===== src/rtl/instr_mem_loader_pkg.sv =====
// rtl/instr_mem_loader_pkg.sv - shared FSM states and word geometry for the instruction-memory loader
package instr_mem_loader_pkg;

  localparam int BYTES_PER_WORD = 4;
  localparam int BYTE_CNT_W     = 2;

  typedef enum logic [2:0] {
    ST_IDLE,
    ST_LOAD,
    ST_WRITE,
    ST_CHK,
    ST_DONE
  } loader_state_t;

endpackage


===== src/rtl/instr_mem_loader_byte_packer.sv =====
// rtl/instr_mem_loader_byte_packer.sv - 8-to-32 little-endian byte packer with lane counter
module instr_mem_loader_byte_packer
  import instr_mem_loader_pkg::*;
(
  input  logic        clk,
  input  logic        reset,
  input  logic        shift_en,
  input  logic [7:0]  byte_in,
  output logic [31:0] word_next,
  output logic        word_full
);

  logic [BYTE_CNT_W-1:0] byte_cnt;
  logic [31:0]           word_q;

  // Merge the incoming byte into its lane so the completed word is available on the 4th transfer.
  always_comb begin
    word_next = word_q;
    word_next[{byte_cnt, 3'b000} +: 8] = byte_in;
  end

  assign word_full = shift_en && (byte_cnt == BYTE_CNT_W'(BYTES_PER_WORD - 1));

  // Lane counter wraps after the last lane, so each word starts in lane 0.
  always_ff @(posedge clk) begin
    if (reset) begin
      byte_cnt <= '0;
      word_q   <= '0;
    end else if (shift_en) begin
      byte_cnt <= byte_cnt + 1'b1;
      word_q   <= word_next;
    end
  end

endmodule


===== src/rtl/instr_mem_loader.sv =====
// rtl/instr_mem_loader.sv - byte-stream program loader into instruction memory, optional LOADER_CHECKSUM_EN
module instr_mem_loader
  import instr_mem_loader_pkg::*;
#(
  parameter int                ADDR_W    = 32,
  parameter logic [ADDR_W-1:0] BASE_ADDR = '0,
  parameter int                LEN_W     = 16,
  parameter int                MAX_WORDS = 64
) (
  input  logic              CLK,
  input  logic              Reset,
  input  logic              start,
  input  logic [LEN_W-1:0]  len_words,
  input  logic              byte_valid,
  input  logic [7:0]        byte_data,
  output logic              byte_ready,
  output logic              wr_en,
  output logic [ADDR_W-1:0] wr_addr,
  output logic [31:0]       wr_data,
  output logic              core_reset,
  output logic              busy,
  output logic              done,
  output logic              len_err,
  output logic              chk_err
);

  loader_state_t    state, next_state;
  logic [LEN_W-1:0] len_q;
  logic [LEN_W-1:0] word_idx;
  logic [31:0]      word_next;
  logic             word_full;
  logic             len_too_big;
  logic             last_word;
  logic             accept_start;

  assign len_too_big  = len_words > LEN_W'(MAX_WORDS);
  assign last_word    = word_idx == (len_q - LEN_W'(1));
  assign accept_start = (state == ST_IDLE) && start && !len_too_big;

  instr_mem_loader_byte_packer u_packer (
    .clk       (CLK),
    .reset     (Reset),
    .shift_en  ((state == ST_LOAD) && byte_valid),
    .byte_in   (byte_data),
    .word_next (word_next),
    .word_full (word_full)
  );

  // State register.
  always_ff @(posedge CLK) begin
    if (Reset) state <= ST_IDLE;
    else       state <= next_state;
  end

  // Next-state decode and per-state strobes.
  always_comb begin
    next_state = state;
    byte_ready = 1'b0;
    wr_en      = 1'b0;
    busy       = 1'b0;
    done       = 1'b0;
    case (state)
      ST_IDLE: begin
        if (start) begin
          if (len_words == '0)   next_state = ST_DONE;
          else if (!len_too_big) next_state = ST_LOAD;
        end
      end
      ST_LOAD: begin
        byte_ready = 1'b1;
        busy       = 1'b1;
        if (word_full) next_state = ST_WRITE;
      end
      ST_WRITE: begin
        wr_en = 1'b1;
        busy  = 1'b1;
        if (last_word) begin
`ifdef LOADER_CHECKSUM_EN
          next_state = ST_CHK;
`else
          next_state = ST_DONE;
`endif
        end else begin
          next_state = ST_LOAD;
        end
      end
`ifdef LOADER_CHECKSUM_EN
      ST_CHK: begin
        byte_ready = 1'b1;
        busy       = 1'b1;
        if (byte_valid) next_state = ST_DONE;
      end
`endif
      ST_DONE: begin
        done       = 1'b1;
        next_state = ST_IDLE;
      end
      default: next_state = ST_IDLE;
    endcase
  end

  // Length latch, word counter, write port registers, core reset and length-error pulse.
  always_ff @(posedge CLK) begin
    if (Reset) begin
      len_q      <= '0;
      word_idx   <= '0;
      wr_addr    <= '0;
      wr_data    <= '0;
      core_reset <= 1'b1;
      len_err    <= 1'b0;
    end else begin
      len_err <= 1'b0;
      case (state)
        ST_IDLE: begin
          if (start && len_too_big) begin
            len_err <= 1'b1;
          end else if (accept_start && (len_words != '0)) begin
            len_q      <= len_words;
            word_idx   <= '0;
            core_reset <= 1'b1;
          end
        end
        ST_LOAD: begin
          if (word_full) begin
            wr_addr <= BASE_ADDR + (ADDR_W'(word_idx) << 2);
            wr_data <= word_next;
          end
        end
        ST_WRITE: begin
          if (!last_word) word_idx <= word_idx + LEN_W'(1);
        end
        ST_DONE:  core_reset <= chk_err;
        default:  ;
      endcase
    end
  end

`ifdef LOADER_CHECKSUM_EN
  logic [7:0] sum_q;
  logic       chk_err_q;

  // Running byte sum; the trailing checksum byte must bring it to zero mod 256.
  always_ff @(posedge CLK) begin
    if (Reset) begin
      sum_q     <= '0;
      chk_err_q <= 1'b0;
    end else if (accept_start) begin
      sum_q     <= '0;
      chk_err_q <= 1'b0;
    end else if ((state == ST_LOAD) && byte_valid) begin
      sum_q <= sum_q + byte_data;
    end else if ((state == ST_CHK) && byte_valid) begin
      chk_err_q <= (sum_q + byte_data) != 8'h00;
    end
  end

  assign chk_err = chk_err_q;
`else
  assign chk_err = 1'b0;
`endif

endmodule


===== config.mk =====
export PLATFORM = sky130hd
export DESIGN_NAME = instr_mem_loader
export DESIGN_NICKNAME = d
export VERILOG_FILES = /design/src/rtl/instr_mem_loader_pkg.sv /design/src/rtl/instr_mem_loader_byte_packer.sv /design/src/rtl/instr_mem_loader.sv
export SDC_FILE = /design/constraint.sdc
export NUM_CORES = 1
export LEC_CHECK = 0
export ABC_AREA = 0
export CAP_MARGIN = 20
export CORE_AREA = 4 4 136 138
export DETAILED_ROUTE_END_ITERATION = 7
export DIE_AREA = 0 0 140 142
export PLACE_DENSITY = 0.49
export REMOVE_ABC_BUFFERS = 1
export SLEW_MARGIN = 20
export SYNTH_ARGS = -nofsm -noshare
export SYNTH_HDL_FRONTEND = slang
export SYNTH_SLANG_ARGS = --single-unit

===== constraint.sdc =====
create_clock -name CLK -period 3.1 [get_ports CLK]
set_input_delay 0.62 -clock CLK [delete_from_list [all_inputs] [get_ports CLK]]
set_output_delay 0.62 -clock CLK [all_outputs]
set_load 0.02 [all_outputs]

Word level (Yosys, flattened, before mapping)
Cells that the tools add are included. W data, S select, Z words.

Input bits: 28. Output and inout bits: 71. Bits in registers: 119.

Multiplexer cells: 19. Add/subtract/negate cells: 4. Shift operators: 2. Reduce and logical (&&, ||, !) cells: 19. Bitwise gates (word level): 2. Order comparisons: 1. Equality and inequality tests: 11.

Operator list (count): $mux W16 (3); $bwmux W32 (1); $pmux W16 S2 (1); $shift A8 B7 Y32 const A (1); $shiftx A8 B7 Y32 (1); $add A16 B1 Y16 const B (1); $eq A16 B16 Y1 (1); $gt A16 B7 Y1 const B (1); $logic_not A16 Y1 (1); $reduce_bool A16 Y1 (1); $sub A16 B1 Y16 const B (1); $mux W3 (5); $pmux W3 S3 (1); $reduce_and A3 Y1 (3); $mux W1 (7); $neg A5 Y7 (1); $logic_and A1 B1 Y1 (6); $ne A2 B2 Y1 const B (3); $ne A2 B1 Y1 const B (2); $reduce_and A4 Y1 (1); $reduce_bool A2 Y1 (2); $reduce_or A2 Y1 (2); $eq A3 B1 Y1 const B (1); $eq A3 B2 Y1 const B (1); other kinds (9) (10).

Logic depth before layout (Yosys ltp)
Gate-level depths: netlist of run 1.

Word-level depth: 7. Mapped depth: 11.

Hierarchy
Synthesis of run 1 repeated with hierarchy kept, for this count alone.

Cell total of the unflattened synthesis: 703. Area total of the unflattened synthesis: 5710.5 um2.

By module, submodules not included: instr_mem_loader (instances 1, area an instance 3920.0 um2, cells each 490); instr_mem_loader_byte_packer (instances 1, area an instance 1790.5 um2, cells each 213).

Worst setup path before layout of run 1
Ideal clock, no wire load.

Path type: register to register. Start: register len_q[3]. End: register word_idx[1]. Path slack: 0.318 ns. Buffers on the path: 2. Data arrival time: 2.655 ns. Data required time: 2.972 ns. Library setup time: 0.128 ns. Stages on the path, launching flop included: 11. Cells stage by stage: dfxtp_1 -> buf_6 -> or4_4 -> nor4_4 -> mux2_1 -> a311oi_1 -> a2111oi_4 -> o21ai_2 -> buf_2 -> mux2i_1 -> nor2_1.

Longest elaborated chain between the ends: 4.

Ends and longest elaborated chain: start: declaration (RTL line instr_mem_loader.sv:28) `logic [LEN_W-1:0] len_q;`; start signal: assignment (RTL line instr_mem_loader.sv:118) `len_q <= len_words;`; $sub A16 B1 Y16 (RTL line instr_mem_loader.sv:37) `assign last_word = word_idx == (len_q - LEN_W'(1));`; $eq A16 B16 Y1 (RTL line instr_mem_loader.sv:37); $ne A2 B2 Y1 (no source line); $reduce_and A4 Y1 (no source line); end signal: assignment (RTL line instr_mem_loader.sv:130) `if (!last_word) word_idx <= word_idx + LEN_W'(1);`; end: declaration (RTL line instr_mem_loader.sv:29) `logic [LEN_W-1:0] word_idx;`.

No other way between the ends. A chain may end at the register's enable or synchronous reset.

Worst setup path in the final report of run 1
Start: register len_q[4]. End: register word_idx[10].

The elaborated chain is that of the path after synthesis.

==> reports/results.tsv, run 1 <==
metric	value	unit
status	completed	
hold_viol	0	
worstMarginPinSlew	0.825	ns
ios	99	
core_area	17200	um2
finalCritPeriodShare	0.935	
crit_type	flop to flop	
cts.clk_slew.worst_paths	0.07	ns
seqPwrFrac	0.514	
switchingPower	0.590	mW
multi_input_area	2630	um2
cts_tree	done	
dp_hpwl	9800	um
rows	48	
syn_area	5110	um2
synth_cells	611	
finClkSkew	0.00535	ns
worstPathRequired	3.35	ns
yosysSeqAreaShare	0.435	
powerDensity	426	nW/um2
post_cts_buffers	0	
ys_warn_count	0	
postRouteAntennaNets	0	
dr_wl_met3	742	um
grt_pass1_vias	4397	
finalSetupViolations	0	
grt_usage	0.137	
seq_area	2220	um2
wl_met1	6140	um
gp_congestion	0.822	
clk_latency	0.35	ns
timing.fmax	345	MHz
endpoint_kind	flop	
power	2.77	mW
rrSetupSlack	0.20	ns
start_kind	flop	
wire_per_inst	14.7	um
synth_top_area_frac	0.435	
post-synth-top-area-cell	dfxtp_1	
fin_crit	2.90	ns
htree_num_levels	3	
p_leak	2.32	nW
final_cell_area	6510	um2
die_h	142	um
syn_to_final_growth	27.5	%
die_area	19900	um2
ir_worst_vdd	0.267	mV
max-clock-path-buffers	2	
grt_max_degree	53	
synth_cell_type_count	51	
avgSynthCellArea	8.36	um2
switching_share	0.213	
layout_setup_ws	0.202	ns
max_slew_margin	0.443	
fin_tns_setup	0	ns
hold_path_class	flop to flop	
synth.most_common_cell	dfxtp_1	
die_x	140	um
synth_flop_cell	dfxtp_1	
place.port_buffers	81	
top_layer_used	met4	
rsz0062_at_grt	no	
finalNetCount	723	
dp_slack	0.0761	ns
async_flop_share	0	
cts_sinks	111	
drc_errors	0	
netlist_top_cells_count	dfxtp_1, nand2_1, a21oi_1	
yosys-top-cells-area	dfxtp_1, a211oi_1, a21oi_1, nand2_1, nor2_1	
wl_met2	6470	um
synth_edf_count	0	
antenna_cells	0	
drive_above_1_share	0.0707	
combPwrFrac	0.040	
first_pass_iters	4	
pwr-share-clk	0.446	
overflow	0	
maxCapViolCount	0	
ys_seq_elements	111	
vias	4484	
antenna_found_initial	0	
drt_wl_total	13500	um
grt_pass1_wl	22400	um
arrival	3.15	ns
postPlaceCellArea	6190	um2
viasPerCell	4.88	
p_int	2.18	mW
crit_fanout	21	
nFillCells	1766	
cts_buffers	9	
report.final.slew_viol_count	0	
start_util	0.297	
drt_iter0_markers	163	
root_buffer	clkbuf_16	
## logic make-up (layout without fill, tap and decap cells)
group | after synthesis | after routing | share of synthesized area
xor+xnor | 21 | 21 | 0.0360
buf+inv | 65 | 131 | 0.0634
compound gates | 136 | 136 | 0.171
other cells | 1 | 17 | 0.000734
fa+ha+maj | 7 | 7 | 0.0171
flops | 111 | 111 | 0.435
mux | 11 | 11 | 0.0220
simple gates | 259 | 259 | 0.254
## registers in the layout (all words and copies together) (netlist names)
name,flops
u_packer.word_q,24
wr_addr,16
core_reset,1
u_packer.byte_cnt,2
len_q,16
state,3
len_err,1
word_idx,16
wr_data,32
## metrics by stage
step                 util  instances  hold slack, ns
finish              0.379        918           0.455
global route        0.379        918           0.475
CTS                 0.379        918           0.460
detailed placement  0.360        902           0.449
global placement    0.360        902           0.446
floorplan               -        571           0.451
## path summary, 6_finish.rpt
| check | start | end | cells past startpoint |
|---|---|---|---|
| min | wr_data[24]$_SDFFE_PP0P_ | wr_data[24]$_SDFFE_PP0P_ | 2 |
| max | len_q[4]$_SDFFE_PP0P_ | word_idx[10]$_SDFFE_PP0P_ | 10 |
| min reg2reg | wr_data[24]$_SDFFE_PP0P_ | wr_data[24]$_SDFFE_PP0P_ | 2 |
| max reg2reg | len_q[4]$_SDFFE_PP0P_ | word_idx[10]$_SDFFE_PP0P_ | 10 |
## worst max-delay path, cell delays in order (launching register included)
cell       delay [ns]
dfxtp_1          0.37
or4_4            0.56
nor4_4           0.30
mux2_2           0.38
a311oi_2         0.25
buf_4            0.16
a2111oi_4        0.06
o21ai_2          0.19
buf_12           0.18
a21oi_1          0.07
a311oi_1         0.27
## power by group through the flow
| stage | sequential, mW | combinational (mW) | clock [mW] |
|---|---|---|---|
| global placement | 1.46 | 0.108 | 0 |
| CTS | 1.43 | 0.110 | 1.29 |
| detailed placement | 1.46 | 0.110 | 0 |
| finish | 1.43 | 0.110 | 1.24 |
| global route | 1.43 | 0.119 | 1.35 |
| floorplan | 1.46 | 0.0350 | 0 |
## layout by cell type, fill, tap and decap left out, types with 3 or more instances in the layout
| cell | instances |
|---|---|
| conb_1 | 17 |
| dfxtp_1 | 111 |
| and2_1 | 11 |
| buf_12 | 3 |
| xnor2_1 | 16 |
| ha_1 | 7 |
| nand3_1 | 7 |
| nor3b_1 | 5 |
| clkbuf_1 | 3 |
| or3_1 | 11 |
| inv_1 | 9 |
| nor3_1 | 8 |
| mux2i_1 | 9 |
| clkdlybuf4s50_1 | 80 |
| nand4_1 | 9 |
| xor2_1 | 5 |
| a31o_1 | 3 |
| nor4_1 | 9 |
| a211oi_1 | 48 |
| buf_4 | 22 |
| clkbuf_16 | 9 |
| a21oi_1 | 68 |
| o21ai_0 | 3 |
| nor2_1 | 67 |
| nand2_1 | 74 |
| nor2b_1 | 27 |
| and3_1 | 15 |
## per-layer routing
metal,vias up,GRT usage
li1,2254,-
met1,2122,0.174
met2,97,0.233
met3,11,0.0393
met4,0,0.0286
met5,-,0
## final cells by class
type                    instances  area share
multi-input cells             451       0.404
flip-flops and latches        111       0.341
repair buffers                106       0.158
well taps                     225      0.0432
clock buffers                  12      0.0363
clock inverters                 4      0.0119
inverters                       9     0.00519
## what timing repair did
action	CTS	global route
endpoints found under the setup margin	0	3
hold buffers	0	0
gates resized for setup	0	1
No activity file was read; power rests on OpenSTA's default activity.
==> inputs of run 2 (changes only) <==
- ABC_CLOCK_PERIOD_IN_PS: not set -> 3100
- SETUP_SLACK_MARGIN: not set -> 0.02
==> results of run 2 <==
Final layout, timing and power as in run 1 (identical DEF).
==> inputs of run 3 (changes only) <==
- MAX_ROUTING_LAYER: not set -> met4
==> run 3 against run 2 <==
  * Power barely moved
  * Setup slack lost 0.0030 ns
  * Cell area did not move
  * Largest cell class unchanged
==> reports/results.tsv, run 3 (same netlist as run 1, synthesis figures left out) <==
metric	value	unit	change
overflow	0		unchanged
postRouteAntennaNets	0		unchanged
antenna_found_initial	0		unchanged
postPlaceCellArea	6190	um2	unchanged
p_leak	2.32	nW	unchanged
cts_tree	done		unchanged
viasPerCell	4.89		was 4.88
cts_resized	0		unchanged
cts_hold_buf	0		unchanged
htree_num_levels	3		unchanged
worstPathRequired	3.35	ns	about the same
grt_pass1_vias	4405		was 4,397
dp_slack	0.0761	ns	unchanged
dp_hpwl	9800	um	unchanged
cts.clk_slew.worst_paths	0.07	ns	about the same
hold_viol	0		unchanged
max-clock-path-buffers	2		unchanged
grt_usage	0.141		was 0.137
start_kind	flop		unchanged
grt_max_degree	53		unchanged
grt_pass1_wl	22300	um	was 22,400 um
antenna_cells	0		unchanged
max_slew_margin	0.447		was 0.443
post_cts_buffers	0		unchanged
layout_setup_ws	0.199	ns	was 0.202 ns
largestRegisters	wr_data (32), u_packer.word_q (24)		unchanged
largest_reg_flops	32		unchanged
gp_congestion	0.834		was 0.822
maxCapViolCount	0		unchanged
timing.fmax	345	MHz	about the same
first_pass_iters	4		unchanged
status	completed		unchanged
root_buffer	clkbuf_16		unchanged
finClkSkew	0.00541	ns	was 0.00535 ns
finalSetupViolations	0		unchanged
syn_to_final_growth	27.5	%	unchanged
hold_path_class	flop to flop		unchanged
endpoint_kind	flop		unchanged
place.port_buffers	81		unchanged
rows	48		unchanged
rsz0062_at_grt	no		unchanged
fin_crit	2.90	ns	about the same
finalCritPeriodShare	0.936		was 0.935
die_area	19900	um2	unchanged
power	2.77	mW	about the same
die_x	140	um	unchanged
layout_common_cells	dfxtp_1, clkdlybuf4s50_1, nand2_1, a21oi_1, nor2_1		unchanged
crit_fanout	21		unchanged
powerDensity	426	nW/um2	about the same
report.final.slew_viol_count	0		unchanged
arrival	3.15	ns	about the same
core_area	17200	um2	unchanged
drt_wl_total	13500	um	about the same
die_h	142	um	unchanged
ios	99		unchanged
drive_above_1_share	0.0707		unchanged
fin_tns_setup	0	ns	unchanged
worstMarginPinSlew	0.819	ns	was 0.825 ns
clk_latency	0.35	ns	about the same
final_cell_area	6510	um2	unchanged
drc_errors	0		unchanged
drt_iter0_markers	153		was 163
cts_sinks	111		unchanged
cts_buffers	9		unchanged
start_util	0.297		unchanged
utilization	0.379		unchanged
mostFrequentLayoutCell	dfxtp_1		unchanged
crit_type	flop to flop		unchanged
finalNetCount	723		unchanged
ir_worst_vdd	0.267	mV	about the same
top_register	wr_data		unchanged
vias	4487		was 4,484
wire_per_inst	14.7	um	about the same
[run 3: cell counts in the layout (fill, tap and decap cells not counted)]
Identical to the previous run, type by type.
[run 3: stage by stage]
stage | cells | hold WS, ns
floorplan | 571 | 0.451
global placement | 902 | 0.446
detailed placement | 902 | 0.449
CTS | 918 | 0.460
global route | 918 | 0.475
finish | 918 | 0.455
[run 3: area by class of cell]
type / count / area, um2
clock buffer: 12 / 236
tap: 225 / 282
multi-input combinational: 451 / 2630
sequential: 111 / 2220
timing repair buffer: 106 / 1030
inverter: 9 / 33.8
clock inverter: 4 / 77.6
fill: 1766 / 10700
[run 3: worst paths after layout]
path / cells after the start / slack (ns) / to / from
worst max-delay path: 10 / 0.20 / word_idx[10]$_SDFFE_PP0P_ / len_q[4]$_SDFFE_PP0P_
worst min-delay path: 2 / 0.45 / wr_data[24]$_SDFFE_PP0P_ / wr_data[24]$_SDFFE_PP0P_
worst min register to register: 2 / 0.45 / wr_data[24]$_SDFFE_PP0P_ / wr_data[24]$_SDFFE_PP0P_
worst max register to register: 10 / 0.20 / word_idx[10]$_SDFFE_PP0P_ / len_q[4]$_SDFFE_PP0P_
[run 3: layer usage]
layer	up-vias	GRT usage	part of all wire
li1	2254	-	-
met1	2120	0.174	0.45
met2	105	0.234	0.49
met3	8	0.0386	0.057
met4	0	0.0286	0.0051
met5	-	-	0
[run 3: where the power goes]
| part | total, mW | internal, mW | switching [mW] | leakage [nW] |
|---|---|---|---|---|
| registers | 1.43 | 1.43 | 0.000294 | 0.894 |
| logic | 0.110 | 0.0440 | 0.0659 | 1.28 |
| clock network | 1.24 | 0.714 | 0.522 | 0.151 |
[run 3: critical path: stages, from the launching register on]
cell and delay [ns]:
dfxtp_1 0.37, or4_4 0.56, nor4_4 0.30, mux2_2 0.38, a311oi_2 0.25, buf_4 0.16, a2111oi_4 0.06, o21ai_2 0.19
buf_12 0.18, a21oi_1 0.07, a311oi_1 0.27
